### src/rtl/lfsr_gen.sv
// lfsr_gen: configurable-width Galois/Fibonacci LFSR with multi-step advance,
// runtime seed load, all-zero lockup recovery and period measurement.
module lfsr_gen #(
  parameter int unsigned NBITS = 8,
  parameter logic [31:0] TAPS  = 32'h1D,
  parameter int unsigned MODE  = 0,
  parameter int unsigned STEPS = 1,
  parameter logic [31:0] SEED  = 32'h1
) (
  input  logic             clk,
  input  logic             reset,
  input  logic             enable,
  input  logic             load,
  input  logic [NBITS-1:0] seed_in,
  output logic [NBITS-1:0] lfsr,
  output logic             wrap,
  output logic             lockup,
  output logic [NBITS-1:0] period
);

  // Tap bits at or above NBITS are dropped here.
  localparam logic [NBITS-1:0] TAP_MASK = TAPS[NBITS-1:0];
  localparam logic [NBITS-1:0] SEED_VAL = SEED[NBITS-1:0];

  logic [NBITS-1:0] seed_q;
  logic [NBITS-1:0] count;
  logic [NBITS-1:0] stepped;
  logic [NBITS-1:0] cnt_inc;

  // One shift of the register in the selected topology.
  function automatic logic [NBITS-1:0] step(input logic [NBITS-1:0] s);
    logic [NBITS-1:0] n;
    if (MODE == 0) begin
      n = {s[NBITS-2:0], 1'b0} ^ (s[NBITS-1] ? TAP_MASK : '0);
    end else begin
      n = {s[NBITS-2:0], ^(s & TAP_MASK)};
    end
    return n;
  endfunction

  // STEPS single steps chained combinationally so an update has no extra latency.
  always_comb begin
    stepped = lfsr;
    for (int unsigned i = 0; i < STEPS; i++) begin
      stepped = step(stepped);
    end
  end

  // Update counter saturates at all-ones rather than rolling over.
  always_comb begin
    cnt_inc = (count == '1) ? count : count + 1'b1;
  end

  // Register state, seed store, period measurement and one-cycle status pulses.
  always_ff @(posedge clk or negedge reset) begin
    if (!reset) begin
      lfsr   <= SEED_VAL;
      seed_q <= SEED_VAL;
      count  <= '0;
      period <= '0;
      wrap   <= 1'b0;
      lockup <= 1'b0;
    end else if (load) begin
      lfsr   <= seed_in;
      seed_q <= seed_in;
      count  <= '0;
      wrap   <= 1'b0;
      lockup <= 1'b0;
    end else if (enable) begin
      if (lfsr == '0) begin
        // Recovery state becomes the new reference so the period is measured from it.
        lfsr   <= {{(NBITS-1){1'b0}}, 1'b1};
        seed_q <= {{(NBITS-1){1'b0}}, 1'b1};
        count  <= '0;
        wrap   <= 1'b0;
        lockup <= 1'b1;
      end else begin
        lfsr   <= stepped;
        lockup <= 1'b0;
        if (stepped == seed_q) begin
          wrap   <= 1'b1;
          period <= cnt_inc;
          count  <= '0;
        end else begin
          wrap  <= 1'b0;
          count <= cnt_inc;
        end
      end
    end else begin
      wrap   <= 1'b0;
      lockup <= 1'b0;
    end
  end

endmodule
### config.mk
export PLATFORM = sky130hd
export DESIGN_NAME = lfsr_gen
export DESIGN_NICKNAME = d
export VERILOG_FILES = /design/src/rtl/lfsr_gen.sv
export SDC_FILE = /design/constraint.sdc
export NUM_CORES = 1
export LEC_CHECK = 0
export CORE_MARGIN = 2
export CORE_UTILIZATION = 52
export CTS_CLUSTER_SIZE = 8
export DETAILED_ROUTE_END_ITERATION = 7
export GPL_TIMING_DRIVEN = 1
export HOLD_SLACK_MARGIN = 0.1
export PLACE_DENSITY = 0.76
export SYNTH_ARGS = -nofsm -noshare
export SYNTH_HDL_FRONTEND = slang
export SYNTH_SLANG_ARGS = --single-unit
export TNS_END_PERCENT = 50
### constraint.sdc
create_clock -name clk -period 2.88 [get_ports clk]
set_clock_uncertainty 0.1 [all_clocks]
set_input_delay 0.72 -clock clk [delete_from_list [all_inputs] [get_ports clk]]
set_output_delay 0.72 -clock clk [all_outputs]
set_load 0.03 [all_outputs]
==> results of run 1 <==
-- registers in the layout, indices dropped and copies added, names as in the netlist --
register  flops
wrap          1
lfsr          8
lockup        1
seed_q        8
period        8
count         8
-- worst paths after layout --
| check | endpoint | slack, ns | cells after the start |
|---|---|---|---|
| setup reg to reg | period[0] | 0.53 | 5 |
| hold / removal | seed_q[0] | 0.39 | 2 |
| setup / recovery | lfsr[7] | 0.40 | 1 |
| min in group asynchronous | wrap | 0.69 | 2 |
| hold reg to reg | seed_q[0] | 0.39 | 2 |
| max in group asynchronous | lfsr[0] | 1.66 | 2 |
-- power by group through the flow --
| stage | Sequential (mW) | Combinational (mW) | Clock [mW] |
|---|---|---|---|
| after global placement | 0.556 | 0.209 | 0 |
| after global routing | 0.555 | 0.234 | 0.278 |
| final | 0.550 | 0.215 | 0.246 |
| after CTS | 0.549 | 0.216 | 0.259 |
| after floorplan | 0.585 | 0.0933 | 0 |
| after detailed placement | 0.558 | 0.215 | 0 |
-- cells in the final DEF, fill, tap and decap left out, drive strengths merged, types with 4 or more instances in the layout --
cell,count
a31oi,4
clkbuf,6
mux2i,5
nor2,7
o21ai,24
mux2,6
nand2,29
xor2,9
buf,7
xnor2,4
clkdlybuf4s50,29
dfrtp,32
and3,4
-- metal layers --
metal  vias to the layer above  wire [um]
li1                        669          -
met5                         -          0
met2                        53       1770
met1                       677       1810
met3                         4        232
met4                         0         24
-- through the flow --
stage	power [mW]	utilization, %	hold WS [ns]	cells
finish	1.01	68.2	0.389	249
CTS	1.02	68.2	0.392	249
global placement	0.765	66.6	0.360	241
floorplan	0.678	-	0.324	168
detailed placement	0.773	66.6	0.377	241
global route	1.07	68.2	0.413	249
-- cells by family after synthesis --
group	share of synthesized area, %
simple gates	17.6
flops	49.8
compound gates	14.2
mux	7.96
buf+inv	3.07
xor+xnor	6.65
fa+ha+maj	0.730
-- cell type report --
class	instances	area, um^2
repair buffers	36	343
flip-flops and latches	34	853
well taps	44	55.1
clock inverters	2	10.0
fillers	267	986
multi-input cells	125	807
inverters	2	7.51
clock buffers	6	41.3
==> results.tsv, run 1 <==
metric	value	unit
EDFF count, synth	0	
wire per inst	15.4	um
Critical Path RT	2.06	ns
Routed Antenna Nets	0	
cells after synthesis	168	
minimum clock period	2.48	ns
share of synthesized registers carrying an async set or reset	100	%
worst hold path class	flip-flop to flip-flop	
share of cells above drive strength 1	12.2	%
clk root buf	clkbuf_4	
top cells by area, synth	dfrtp_1, o21ai_0, nand2_1	
crit-path max FO	10	
RSZ-0062 raised after global routing	false	
Setup WS pre-CTS	0.330	ns
DR vias	1403	
CTS Buffer Depth	2	
M2 GR Usage	33.9	%
status	completed	
final setup margin	0.399	ns
Switching Fraction	30.4	%
Die W	61.4	um
die height	61.4	um
initial antenna violation count	0	
worst-margin pin slew	0.584	ns
overall routed net length	3.84	mm
Leak Pwr	0.957	nW
crit path from	lfsr[7]	
critical-path cell list	clkdlybuf4s50_1	
placer congestion estimate	0.886	
Top Family by Delay on Critical Path	buffers and inverters	
all-layer global routing usage	23.4	%
Reg power frac	54.4	%
DRC marker count from the first detailed-route iteration	126	
Peak Freq	403	MHz
pin count of the biggest net entering global routing	35	
Post-Place Cell Area	0.00207	mm^2
Sum Neg Setup Slack	0	ns
Cell Area, Synth	0.00171	mm^2
n_diodes	0	
die area	0.00377	mm^2
Main synth FF type	dfrtp_1	
Remaining Overflow, GRT	0	
crit end category	output port	
drt first pass iters	5	
post-synth cell types	41	
hold path start	seed_q[0]	
CP bufs+invs	1	
Setup Buffers After CTS	0	
worst skew pair latency	0.33	ns
core area	0.00310	mm^2
post-synth top area cell	dfrtp_1	
busiest grt layer	met2	
final cell area excluding filler cells	0.00212	mm^2
vias per cell	5.63	
Final Cycle Share	86.1	%
Post-Syn Area per Cell	10.2	um^2
Slowest-stage cell, CP	clkdlybuf4s50_1	
area share of the largest cell type after synthesis	46.7	%
DP HPWL	2.75	mm
Setup Viol. Count Final	0	
switching power	307	uW
most instantiated cells after synthesis	dfrtp_1, nand2_1, o21ai_0	
CP startpoint kind	flip-flop	
CP peak stage delay	0.74	ns
Mapped Nets	181	
Max Cap Violations	0	
port bufs	29	
sequential area share after synthesis	49.8	%
H-tree Lvls	2	
critical path class	flip-flop to output port	
power share of the clock group	24.4	%
vias in the first global route	1331	
Final Max Tran Viols	0	
CTS tree	done	
cell internal pwr	704	uW
CP arrival	1.66	ns
VDD IR max	0.000428	V
max_slew headroom	60.9	%
Clk pin slew, worst setup/hold paths	0.10	ns
combinational share of power	21.2	%
global-route wire length before repair	6.25	mm
cell row count	20	
Area Overhead vs Synth	23.6	%
final net count	217	
Initial Utilization	55.2	%
Yosys reg bits	34	
M1 GR Usage	33.7	%
power density cells	477	mW/mm^2
hold buffer count at CTS	0	
grt met3 use	5.88	%
top-count cell post-synth	dfrtp_1	
reg-to-reg startpoint	lfsr[7]	
drc violations	0	
CTS buffer count	5	
clock sinks	34	
Final Hold Viols	0	
Post-CTS Resized	0	
I/O pins	30	
Yosys Warn Count	0	
Power figures use the tool's default switching activity.
==> inputs of run 2 (changes only) <==
--- a/config.mk
+++ b/config.mk
@@ -5,13 +5,13 @@
 export SDC_FILE = /design/constraint.sdc
 export NUM_CORES = 1
 export LEC_CHECK = 0
-export CORE_MARGIN = 2
-export CORE_UTILIZATION = 52
+export CORE_MARGIN = 3
+export CORE_UTILIZATION = 50
 export CTS_CLUSTER_SIZE = 8
 export DETAILED_ROUTE_END_ITERATION = 7
 export GPL_TIMING_DRIVEN = 1
 export HOLD_SLACK_MARGIN = 0.1
-export PLACE_DENSITY = 0.76
+export PLACE_DENSITY = 0.73
 export SYNTH_ARGS = -nofsm -noshare
 export SYNTH_HDL_FRONTEND = slang
 export SYNTH_SLANG_ARGS = --single-unit
==> run 2 against run 1 <==
Effect of this change:
- sequential power down 1%
- sequential share of layout area shrank 0.31 points
- combinational power is 2% higher
- register-to-register slack better by 0.02 ns
- highest routed layer unchanged
- largest cell class unchanged
- final cell count grew 0.40%
- final area grew 0.77%
- worst setup slack better by 0.060 ns
==> results.tsv, run 2 (synthesis gave the netlist of run 1 again) <==
metric	value	unit	change
Setup Viol. Count Final	0		unchanged
pin count of the biggest net entering global routing	35		unchanged
vias in the first global route	1338		was 1331
RSZ-0062 raised after global routing	false		unchanged
CP arrival	1.60	ns	was 1.66 ns
CTS tree	done		unchanged
Peak Freq	413	MHz	was 403 MHz
Slowest-stage cell, CP	clkdlybuf4s50_1		unchanged
hold buffer count at CTS	0		unchanged
clock sinks	34		unchanged
R2R Path End	period[1]		was period[0]
minimum clock period	2.42	ns	was 2.48 ns
worst r2r path cells	5		unchanged
port bufs	29		unchanged
hold path start	seed_q[0]		unchanged
max_slew headroom	46.8	%	was 60.9%
die height	64.5	um	was 61.4 um
CTS buffer count	5		unchanged
CP startpoint kind	flip-flop		unchanged
Setup WS pre-CTS	0.316	ns	was 0.330 ns
Multi-input gate area	807	um^2	unchanged
reg-to-reg startpoint	lfsr[3]		was lfsr[7]
DRC marker count from the first detailed-route iteration	77		was 126
filler instances	274		was 267
I/O pins	30		unchanged
WHS Endpoint	seed_q[0]		unchanged
worst hold path class	flip-flop to flip-flop		unchanged
register area	853	um^2	unchanged
most common cell after layout, fill and taps aside	dfrtp_1		unchanged
global-route wire length before repair	6.20	mm	was 6.25 mm
cell row count	20		unchanged
Post-CTS Resized	0		unchanged
reg-to-reg slack, setup	0.55	ns	was 0.53 ns
wire per inst	14.3	um	was 15.4 um
Clk pin slew, worst setup/hold paths	0.09	ns	was 0.10 ns
DR vias	1336		was 1403
Routed Antenna Nets	0		unchanged
DP HPWL	2.59	mm	was 2.75 mm
Final Max Tran Viols	0		unchanged
CP bufs+invs	1		unchanged
clk root buf	clkbuf_4		unchanged
VDD IR max	0.000374	V	was 0.000428 V
Inst Count DP	242		was 241
CP peak stage delay	0.68	ns	was 0.74 ns
all-layer global routing usage	19.4	%	was 23.4%
Area Overhead vs Synth	24.5	%	was 23.6%
final net count	218		was 217
placer congestion estimate	0.825		was 0.886
die area	0.00416	mm^2	was 0.00377 mm^2
worst hold slack	0.377	ns	was 0.389 ns
crit-path max FO	5		was 10
Non-Filler Instances	250		was 249
drt first pass iters	4		was 5
Initial Utilization	54.3	%	was 55.2%
status	completed		unchanged
Final Cycle Share	84.1	%	was 86.1%
worst-margin pin slew	0.799	ns	was 0.584 ns
Final Hold Viols	0		unchanged
H-tree Lvls	2		unchanged
most frequent cells in the layout	dfrtp_1, nand2_1, clkdlybuf4s50_1		unchanged
overall routed net length	3.58	mm	was 3.84 mm
core area	0.00315	mm^2	was 0.00310 mm^2
Die W	64.5	um	was 61.4 um
drc violations	0		unchanged
worst skew pair latency	0.34	ns	was 0.33 ns
initial antenna violation count	0		unchanged
Sum Neg Setup Slack	0	ns	unchanged
Remaining Overflow, GRT	0		unchanged
Top Family by Delay on Critical Path	buffers and inverters		unchanged
Setup Buffers After CTS	0		unchanged
CTS Buffer Depth	2		unchanged
Max Cap Violations	0		unchanged
critical path class	flip-flop to output port		unchanged
share of cells above drive strength 1	12.6	%	was 12.2%
power density cells	487	mW/mm^2	was 477 mW/mm^2
hold path depth	2		unchanged
n_diodes	0		unchanged
Critical Path RT	2.06	ns	about the same
vias per cell	5.34		was 5.63
Leak Pwr	0.966	nW	was 0.957 nW
final setup margin	0.459	ns	was 0.399 ns
crit end category	output port		unchanged
critical-path cell list	clkdlybuf4s50_1		unchanged
-- run 2: per-stage QoR --
stage / power (mW) / util, % / cell area, um^2
4_1_cts: 1.05 / 67.7 / 2130
3_3_place_gp: 0.768 / 65.8 / 2070
6_report: 1.04 / 67.7 / 2130
2_1_floorplan: 0.678 / - / 1710
3_5_place_dp: 0.774 / 65.8 / 2070
5_1_grt: 1.09 / 67.7 / 2130
-- run 2: layout make-up --
cell class,instances,area share [%]
inverters,2,0.352
well taps,44,2.58
clock buffers,7,2.58
clock inverters,1,0.235
multi-input cells,125,37.8
flip-flops and latches,34,40.0
repair buffers,37,16.4
-- run 2: metal layers --
| layer | vias up | wire length, um | track usage [%] |
|---|---|---|---|
| met1 | 620 | 1750 | 26.4 |
| li1 | 668 | - | - |
| met4 | 0 | 68 | 9.50 |
| met3 | 7 | 218 | 5.03 |
| met5 | - | 0 | 0 |
| met2 | 41 | 1540 | 28.6 |
-- run 2: power by group --
| part | switching (mW) | total (mW) | internal (mW) |
|---|---|---|---|
| sequential | 0.0330 | 0.544 | 0.511 |
| clock | 0.156 | 0.275 | 0.118 |
| combinational | 0.118 | 0.219 | 0.102 |
-- run 2: worst max-delay path by stage --
| stage | depth (start not counted) | endpoint | start |
|---|---|---|---|
| after detailed placement | 4 | period[5] | enable |
| after CTS | 1 | lfsr[0] | lfsr[0] |
| after global placement | 4 | period[5] | enable |
| final | 1 | lfsr[0] | lfsr[0] |
| after floorplan | 8 | period[0] | lfsr[7] |
| after global routing | 1 | lfsr[0] | lfsr[0] |
==> inputs of run 3 (changes only) <==
--- a/config.mk
+++ b/config.mk
@@ -6,12 +6,12 @@
 export NUM_CORES = 1
 export LEC_CHECK = 0
 export CORE_MARGIN = 3
-export CORE_UTILIZATION = 50
+export CORE_UTILIZATION = 47
 export CTS_CLUSTER_SIZE = 8
 export DETAILED_ROUTE_END_ITERATION = 7
 export GPL_TIMING_DRIVEN = 1
 export HOLD_SLACK_MARGIN = 0.1
-export PLACE_DENSITY = 0.73
+export PLACE_DENSITY = 0.72
 export SYNTH_ARGS = -nofsm -noshare
 export SYNTH_HDL_FRONTEND = slang
 export SYNTH_SLANG_ARGS = --single-unit
==> constraint.sdc (replaced) <==
create_clock -name clk -period 2 [get_ports clk]
set_clock_uncertainty 0.1 [all_clocks]
set_input_delay 0.5 -clock clk [delete_from_list [all_inputs] [get_ports clk]]
set_output_delay 0.5 -clock clk [all_outputs]
set_load 0.03 [all_outputs]
==> run 3 against run 2 <==
Effect of this change:
- global-route usage is 0.83 points higher
- register-to-register slack worse by 0.50 ns
- core utilization is 0.29 points higher
- non-clock buffer count is 14 higher
- worst setup slack worse by 0.41 ns
- sequential cell count stayed put
- total power is 54% higher
==> results.tsv, run 3 (synthesis gave the netlist of run 1 again) <==
metric	value	unit	change
vias in the first global route	1450		was 1338
Slowest-stage cell, CP	dfrtp_2		was clkdlybuf4s50_1
Die W	66.4	um	was 64.5 um
status	completed		unchanged
Area Overhead vs Synth	35.5	%	was 24.5%
worst-margin pin slew	0.423	ns	was 0.799 ns
CTS buffer count	5		unchanged
critical-path cell list	buf_4 > xor2_1 > nor2_1 > o2111ai_2 > or2_4 > mux2_4		was clkdlybuf4s50_1
hold path start	seed_q[0]		unchanged
most frequent cells in the layout	dfrtp_1, nand2_1, o21ai_0		was dfrtp_1, nand2_1, clkdlybuf4s50_1
worst hold path class	flip-flop to flip-flop		unchanged
most common cell after layout, fill and taps aside	dfrtp_1		unchanged
Clk pin slew, worst setup/hold paths	0.10	ns	was 0.09 ns
drt first pass iters	4		unchanged
CTS tree	done		unchanged
all-layer global routing usage	20.2	%	was 19.4%
Final Cycle Share	97.6	%	
Peak Freq	512	MHz	
Total Power	1.60	mW	was 1.04 mW
crit-path max FO	7		was 5
WHS Endpoint	seed_q[0]		unchanged
max_slew headroom	71.8	%	was 46.8%
placer congestion estimate	0.889		was 0.825
H-tree Lvls	2		unchanged
Final Max Tran Viols	0		unchanged
share of cells above drive strength 1	22.7	%	was 12.6%
Critical Path RT	2.11	ns	was 2.06 ns
DR vias	1446		was 1336
Final Hold Viols	0		unchanged
Initial Utilization	50.1	%	was 54.3%
CP peak stage delay	0.46	ns	was 0.68 ns
cell row count	21		was 20
pin count of the biggest net entering global routing	35		unchanged
reg-to-reg startpoint	lfsr[7]		was lfsr[3]
final net count	232		was 218
Max Cap Violations	0		unchanged
Setup Viol. Count Final	0		unchanged
initial antenna violation count	0		unchanged
DRC marker count from the first detailed-route iteration	48		was 77
Routed Antenna Nets	0		unchanged
port bufs	29		unchanged
CP arrival	2.06	ns	was 1.60 ns
vias per cell	5.44		was 5.34
global-route wire length before repair	6.76	mm	was 6.20 mm
die area	0.00440	mm^2	was 0.00416 mm^2
DP HPWL	2.89	mm	was 2.59 mm
overall routed net length	4.00	mm	was 3.58 mm
CP startpoint kind	flip-flop		unchanged
clk root buf	clkbuf_4		unchanged
worst skew pair latency	0.32	ns	was 0.34 ns
reg-to-reg slack, setup	0.05	ns	was 0.55 ns
die height	66.4	um	was 64.5 um
drc violations	0		unchanged
Remaining Overflow, GRT	0		unchanged
hold path depth	2		unchanged
crit end category	flip-flop		was output port
minimum clock period	1.95	ns	
Sum Neg Setup Slack	0	ns	unchanged
I/O pins	30		unchanged
R2R Path End	period[1]		unchanged
clock sinks	34		unchanged
wire per inst	15.0	um	was 14.3 um
Setup Buffers After CTS	0		unchanged
n_diodes	0		unchanged
power density cells	689	mW/mm^2	was 487 mW/mm^2
worst r2r path cells	6		was 5
Leak Pwr	1.18	nW	was 0.966 nW
core area	0.00342	mm^2	was 0.00315 mm^2
critical path class	flip-flop to flip-flop		was flip-flop to output port
CTS Buffer Depth	2		unchanged
VDD IR max	0.000509	V	was 0.000374 V
[run 3: repair_timing]
item,in CTS,in global routing
endpoints found under the setup margin,17,22
pin swaps,0,2
hold buffers,0,0
resized for setup,10,16
cloned,0,0
[run 3: critical path, delay by kind of cell, from the launching register on]
family / cells / cell delay, ns
flops: 1 / 0.46
compound gates: 1 / 0.18
xor+xnor: 1 / 0.13
buf+inv: 1 / 0.17
simple gates: 2 / 0.50
mux: 1 / 0.31
[run 3: worst max path at each step]
stage | start | endpoint | cells past startpoint
after detailed placement | enable | period[7] | 5
after CTS | period[7] | period[7] | 1
final | lfsr[7] | period[1] | 6
after floorplan | lfsr[7] | period[0] | 8
after global placement | enable | period[5] | 4
after global routing | lfsr[7] | period[7] | 6
[run 3: cell type report]
| type | instances | area (um^2) |
|---|---|---|
| tap | 46 | 57.6 |
| inverter | 2 | 7.51 |
| fill | 282 | 1090 |
| multi-input combinational | 125 | 842 |
| clock buffer | 8 | 78.8 |
| sequential | 34 | 856 |
| timing repair buffer | 51 | 479 |
[run 3: report_power, final]
part | internal [mW] | switching [mW]
sequential | 0.737 | 0.0404
clock | 0.240 | 0.218
combinational | 0.167 | 0.196
total | 1.14 | 0.454
[run 3: through the flow]
stage / utilization (%) / setup WS (ns) / hold WS [ns] / instance area (um^2) / instances
2_1_floorplan: - / -0.251 / 0.104 / 1720 / 168
3_3_place_gp: 64.2 / -0.269 / 0.363 / 2190 / 258
3_5_place_dp: 64.2 / -0.306 / 0.359 / 2190 / 258
4_1_cts: 66.3 / 0.0112 / 0.374 / 2260 / 266
5_1_grt: 67.9 / -0.00105 / 0.421 / 2320 / 266
6_report: 67.9 / 0.0478 / 0.377 / 2320 / 266
[run 3: routing by layer]
layer	vias to the layer above	track usage, %	share of wire (%)
li1	700	-	-
met1	707	26.9	46
met2	37	33.0	48
met3	2	4.93	5.6
met4	0	4.82	0.50
met5	-	0	0
==> edit 1 (config.mk and constraints of run 3) <==
Make the reset (`reset`) synchronous in one clocked block.
--- a/src/rtl/lfsr_gen.sv
+++ b/src/rtl/lfsr_gen.sv
@@ -52,7 +52,7 @@
   end
 
   // Register state, seed store, period measurement and one-cycle status pulses.
-  always_ff @(posedge clk or negedge reset) begin
+  always_ff @(posedge clk) begin
     if (!reset) begin
       lfsr   <= SEED_VAL;
       seed_q <= SEED_VAL;
Behaviour: differs if reset is asserted again (counterexample within 4 cycles, from zero or initial values and one cycle with reset low); with reset held inactive, the same outputs for 10 cycles.
==> edit 1 against run 3 <==
- first-iteration DRC count up 140%
- total power down 16%
- wire length down 2.3%
- synthesized area down 5.1%
- fmax down 1.2%
- worst setup slack worse by 0.024 ns
- combinational power down 41%
- die area down 4.7%
- largest cell class is now multi-input combinational cells
- sequential cell count unchanged
- cell area down 7.5%
- cell count up 2.6%
==> edit 1: results (changes against run 3) <==
| Metric | Value |
|---|---|
| Peak VDD IR | 0.4238 mV (was 0.5091 mV) |
| Worst hold endpoint | period[4] (was seed_q[0]) |
| Per-cell routed wire length | 14.31 um (was 15.02 um) |
| Vias in the first global route | 1,411 (was 1,450) |
| Synth async-reset ratio | 0% (was 100.0%) |
| Leakage | 0.8759 nW (was 1.176 nW) |
| Ant. Diodes | 0 (unchanged) |
| Worst-Margin Slew | 0.3212 ns (was 0.4225 ns) |
| Root Buffer | clkbuf_4 (unchanged) |
| Worst Hold Launch | period[4] (was seed_q[0]) |
| Filler cell count | 268 (was 282) |
| CTS Buffer Depth | 2 (unchanged) |
| Syn Nets | 198 (was 181) |
| IO Port Bufs | 29 (unchanged) |
| Fraction of layout cells with a size suffix above 1 | 17.90% (was 22.73%) |
| Tot GR Track Use | 19.93% (was 20.21%) |
| Largest stage delay on the critical path | 0.57 ns (was 0.46 ns) |
| TritonCTS Buffers | 5 (unchanged) |
| Hold path depth | 2 (unchanged) |
| Synth top area cells | dfxtp_1 (42%), nand2_1 (5.1%), xnor2_1 (4.8%) (was dfrtp_1 (47%), o21ai_0 (7.0%), nand2_1 (6.4%)) |
| Num rows | 20 (was 21) |
| Global-route wire length before repair | 6.534 mm (was 6.755 mm) |
| Antenna Nets Post-Route | 0 (unchanged) |
| Grt met3 use | 4.333% (was 4.932%) |
| Largest net degree at the start of global routing | 21 (was 35) |
| Clk slew on worst S/H paths | 0.10 ns (about the same) |
| RR Startpoint | lfsr[1] (was lfsr[7]) |
| Post-synth top flop | dfxtp_1 (was dfrtp_1) |
| Worst-path maximum fanout | 4 (was 7) |
| Netlist cell types | 43 (was 41) |
| Worst reg2reg path depth | 6 (unchanged) |
| Met1 Track Usage GR | 25.59% (was 26.88%) |
| Flop2flop setup slack | 0.02 ns (was 0.05 ns) |
| Run status | finished, final reports clean (unchanged) |
| Crit Reg-Reg Endpoint | period[5] (was period[1]) |
| Synth cell count leaders | dfxtp_1 (34), nand2_1 (22), nor2_1 (14) (was dfrtp_1 (32), nand2_1 (29), o21ai_0 (24)) |
| Ys Warns | 0 (unchanged) |
| Initial antenna violation count | 0 (unchanged) |
| Detailed placement HPWL | 2.878 mm (was 2.894 mm) |
| CP max-delay cell | or4_4 (was dfrtp_2) |
| Crit Path Class | reg -> reg (unchanged) |
| Initial DRT Pass Iterations | 4 (unchanged) |
| Sequential share of the synthesized area | 41.88% (was 49.82%) |
| GRT met2 Usage | 32.69% (was 32.96%) |
| RePlAce Congestion | 0.8107 (was 0.8890) |
| NumNets Final | 241 (was 232) |
| Hold_ws | 0.3634 ns (was 0.3768 ns) |
| Top delay family on crit path | simple AND/OR/NAND/NOR gates (unchanged) |
| Iter 0 DRT Violations | 114 (was 48) |
| Vias per inst | 5.586 (was 5.436) |
| H-tree depth | 2 (unchanged) |
| Clk Latency, worst-skew pair | 0.34 ns (was 0.32 ns) |
-- edit 1: final cells by class --
cell class	count	share of cell area, %
well taps	44	2.566
multi-input cells	136	41.92
clock buffers	7	2.566
inverters	5	0.8746
clock inverters	1	0.2332
repair buffers	46	19.71
flip-flops and latches	34	32.13
-- edit 1: repair_timing --
item | 4_1_cts | 5_1_grt
buffers inserted | 0 | 1
pin swaps | 0 | 6
endpoints found under the setup margin | 9 | 22
gates resized for setup | 8 | 12
-- edit 1: worst reg2reg max path, stage by stage, from the launching register on --
cell	delay (ns)
dfxtp_4	0.37
xnor2_2	0.13
or4_4	0.57
a211oi_4	0.35
buf_6	0.17
nor2_4	0.03
a311oi_2	0.18
-- edit 1: where the power goes --
group	leakage, nW	internal, W	switching [W]
clock network	0.0353	0.000170	0.000231
registers	0.279	0.000699	0.0000220
logic	0.562	0.000102	0.000113
total	0.876	0.000972	0.000367
-- edit 1: kinds of logic (layout without fill, tap and decap cells) --
family          count (synthesis)  count (layout)  share of synthesized area [%]
fa+ha+maj                       1               1                         0.7697
flops                          34              34                          41.88
buf+inv                        15              59                          4.388
simple gates                   71              71                          21.71
xor+xnor                       12              12                          6.467
compound gates                 44              44                          19.79
mux                             8               8                          5.004
-- edit 1: metrics by stage --
step / setup WS (ns) / power, W / setup TNS (ns) / cell area [sq um] / std cells
after CTS: -0.005661 / 0.001342 / -0.005661 / 2093 / 272
after global placement: -0.1963 / 0.0009458 / -1.180 / 2043 / 264
after global routing: -0.05868 / 0.001401 / -0.3503 / 2146 / 273
after detailed placement: -0.3177 / 0.0009500 / -2.058 / 2043 / 264
after floorplan: -0.002510 / 0.0008600 / -0.002510 / 1633 / 185
final: 0.02331 / 0.001338 / 0 / 2146 / 273
-- edit 1: metal layers --
metal,share of wire [%],up-vias
li1,-,756
met1,46,726
met2,49,41
met3,4.4,2
met4,0.44,0
met5,0,-
-- edit 1: worst max-delay path by stage --
stage / to / slack (ns) / start / cells past startpoint
after global routing: period[1] / -0.06 / lfsr[1] / 6
after detailed placement: period[5] / -0.32 / enable / 7
after floorplan: period[2] / -0.003 / lfsr[3] / 6
after global placement: period[5] / -0.20 / enable / 7
after CTS: period[5] / -0.006 / lfsr[2] / 6
final: period[5] / 0.02 / lfsr[1] / 6
==> edit 2 (config.mk and constraints of run 3) <==
Without the edit above. The parameter `NBITS` goes from 8 to 6.
--- a/src/rtl/lfsr_gen.sv
+++ b/src/rtl/lfsr_gen.sv
@@ -1,7 +1,7 @@
 // lfsr_gen: configurable-width Galois/Fibonacci LFSR with multi-step advance,
 // runtime seed load, all-zero lockup recovery and period measurement.
 module lfsr_gen #(
-  parameter int unsigned NBITS = 8,
+  parameter int unsigned NBITS = 6,
   parameter logic [31:0] TAPS  = 32'h1D,
   parameter int unsigned MODE  = 0,
   parameter int unsigned STEPS = 1,
Ports: changed (resized lfsr, period and seed_in); port bits go from 30 to 24. No check against the original RTL was run, so the function may have changed too.
==> edit 2 against run 3 <==
- fmax is 0.73% higher
- utilization increased by 1.7 points
- first-iteration DRC count is 48% higher
- via count decreased by 23%
- sequential cell count decreased by 8
- sequential share of layout area decreased by 0.70 points
- register-to-register slack better by 0.04 ns
- worst setup slack better by 0.014 ns
- total power fell by 17%
- synthesized area fell by 20%
- wire length shrank 23%
- cell area fell by 22%
- die area shrank 18%
- largest power group unchanged
- highest routed layer unchanged
==> edit 2: results (changes against run 3) <==
| Metric | Value |
|---|---|
| Top delay family on crit path | flip-flops (was simple AND/OR/NAND/NOR gates) |
| Ant. Diodes | 0 (unchanged) |
| Peak VDD IR | 0.5143 mV (was 0.5091 mV) |
| Detailed placement HPWL | 2.251 mm (was 2.894 mm) |
| Global-route wire length before repair | 4.933 mm (was 6.755 mm) |
| Root Buffer | clkbuf_4 (unchanged) |
| WP data arrival | 1.34 ns (was 2.06 ns) |
| Worst Setup SP | lfsr[0] (was lfsr[7]) |
| TritonCTS Buffers | 3 (was 5) |
| Clk slew on worst S/H paths | 0.14 ns (was 0.10 ns) |
| RePlAce Congestion | 0.8961 (was 0.8890) |
| Crit Path Class | reg -> out (was reg -> reg) |
| Largest stage delay on the critical path | 0.61 ns (was 0.46 ns) |
| Synth cell count leaders | dfrtp_1 (24), nand2_1 (22), o21ai_0 (13) (was dfrtp_1 (32), nand2_1 (29), o21ai_0 (24)) |
| DP Worst Slack | -0.01739 ns (was -0.3055 ns) |
| RR Startpoint | lfsr[5] (was lfsr[7]) |
| H-tree depth | 1 (was 2) |
| Vias per inst | 5.527 (was 5.436) |
| IO Port Bufs | 23 (was 29) |
| Fraction of layout cells with a size suffix above 1 | 24.56% (was 22.73%) |
| Largest net degree at the start of global routing | 27 (was 35) |
| Run status | finished, final reports clean (unchanged) |
| Tot GR Track Use | 17.96% (was 20.21%) |
| Crit Reg-Reg Endpoint | count[0] (was period[1]) |
| Netlist cell types | 32 (was 41) |
| Worst-Margin Slew | 0.3361 ns (was 0.4225 ns) |
| Flop2flop setup slack | 0.09 ns (was 0.05 ns) |
| Leakage | 0.9381 nW (was 1.176 nW) |
| CP max-delay cell | dfstp_2 (was dfrtp_2) |
| Syn Nets | 142 (was 181) |
| Vias in the first global route | 1,096 (was 1,450) |
| Sequential share of the synthesized area | 47.63% (was 49.82%) |
| Per-cell routed wire length | 15.29 um (was 15.02 um) |
| Worst Hold Launch | seed_q[0] (unchanged) |
| Iter 0 DRT Violations | 71 (was 48) |
| Synth top area cells | dfrtp_1 (44%), nand2_1 (6.0%), o21ai_0 (4.7%) (was dfrtp_1 (47%), o21ai_0 (7.0%), nand2_1 (6.4%)) |
| NumNets Final | 183 (was 232) |
| Worst-path maximum fanout | 5 (was 7) |
==> edit 2: changes by cell type after synthesis, moves of 2 or more <==
cell             run 3  this run
o21ai_0             24        13
dfrtp_1             32        24
nand2_1             29        22
nor2_1               6        10
xor2_1               9         6
a31o_2               1         3
a32o_1               3         1
clkbuf_1             3         1
inv_1                2         4
nor3_1               3         1
nor3_4               0         2
==> edit 2: report_power, final <==
group	total [W]	leakage (nW)	switching [W]	internal, W
clock	0.000264	0.0210	0.000153	0.000111
sequential	0.000643	0.323	0.0000539	0.000589
combinational	0.000427	0.594	0.000232	0.000195
==> edit 2: through the flow <==
| stage | area, sq um | power [W] | hold WS (ns) | std cells |
|---|---|---|---|---|
| after floorplan | 1388 | 0.0009132 | 0.1044 | 131 |
| after global placement | 1732 | 0.001072 | 0.3660 | 192 |
| after detailed placement | 1732 | 0.001082 | 0.3805 | 192 |
| after CTS | 1760 | 0.001337 | 0.4003 | 196 |
| after global routing | 1819 | 0.001408 | 0.4285 | 201 |
| final | 1819 | 0.001334 | 0.4017 | 201 |
==> edit 2: routing by layer <==
metal  wire length, um  vias to the layer above  global-route usage, %
met5                 0                        -                      0
met2              1566                       26                  30.09
met3               153                        2                  3.672
li1                  -                      533                      -
met1              1327                      550                  23.50
met4                26                        0                  4.747
==> edit 2: cell type report <==
class | count | area (sq um)
Fill cell | 207 | 793.3
Timing Repair Buffer | 39 | 375.4
Sequential cell | 26 | 658.1
Tap cell | 30 | 37.54
Multi-Input combinational cell | 98 | 696.9
Inverter | 4 | 15.01
Clock buffer | 4 | 36.28
==> edit 2: worst max-delay path by stage <==
stage,endpoint,slack [ns],depth (start not counted)
after floorplan,period[0],-0.04,6
after global placement,count[1],0.02,5
final,lfsr[0],0.06,1
after CTS,period[0],0.01,1
after detailed placement,count[0],-0.02,5
after global routing,lfsr[0],0.001,1
==> edit 2: tightest hold or removal path, cell delays in order (launching register included) <==
cell,delay (ns)
dfstp_2,0.40
inv_1,0.06
a21oi_1,0.06
==> edit 2: kinds of logic (layout without fill, tap and decap cells) <==
kind of cell	count (synthesis)	in the layout	share of synthesized area, %
AND/OR/NAND/NOR	48	48	17.43
XOR/XNOR	12	12	9.581
AO/OA/AOI/OAI	28	28	13.87
flip-flops	26	26	47.63
multiplexers	9	9	8.121
buffers and inverters	7	47	2.463
adder cells (fa/ha/maj)	1	1	0.9123
==> edit 2: repair_timing <==
action,CTS,global route
resized for setup,6,9
endpoints found under the setup margin,6,12
pin swaps,0,2
buffers inserted,0,5
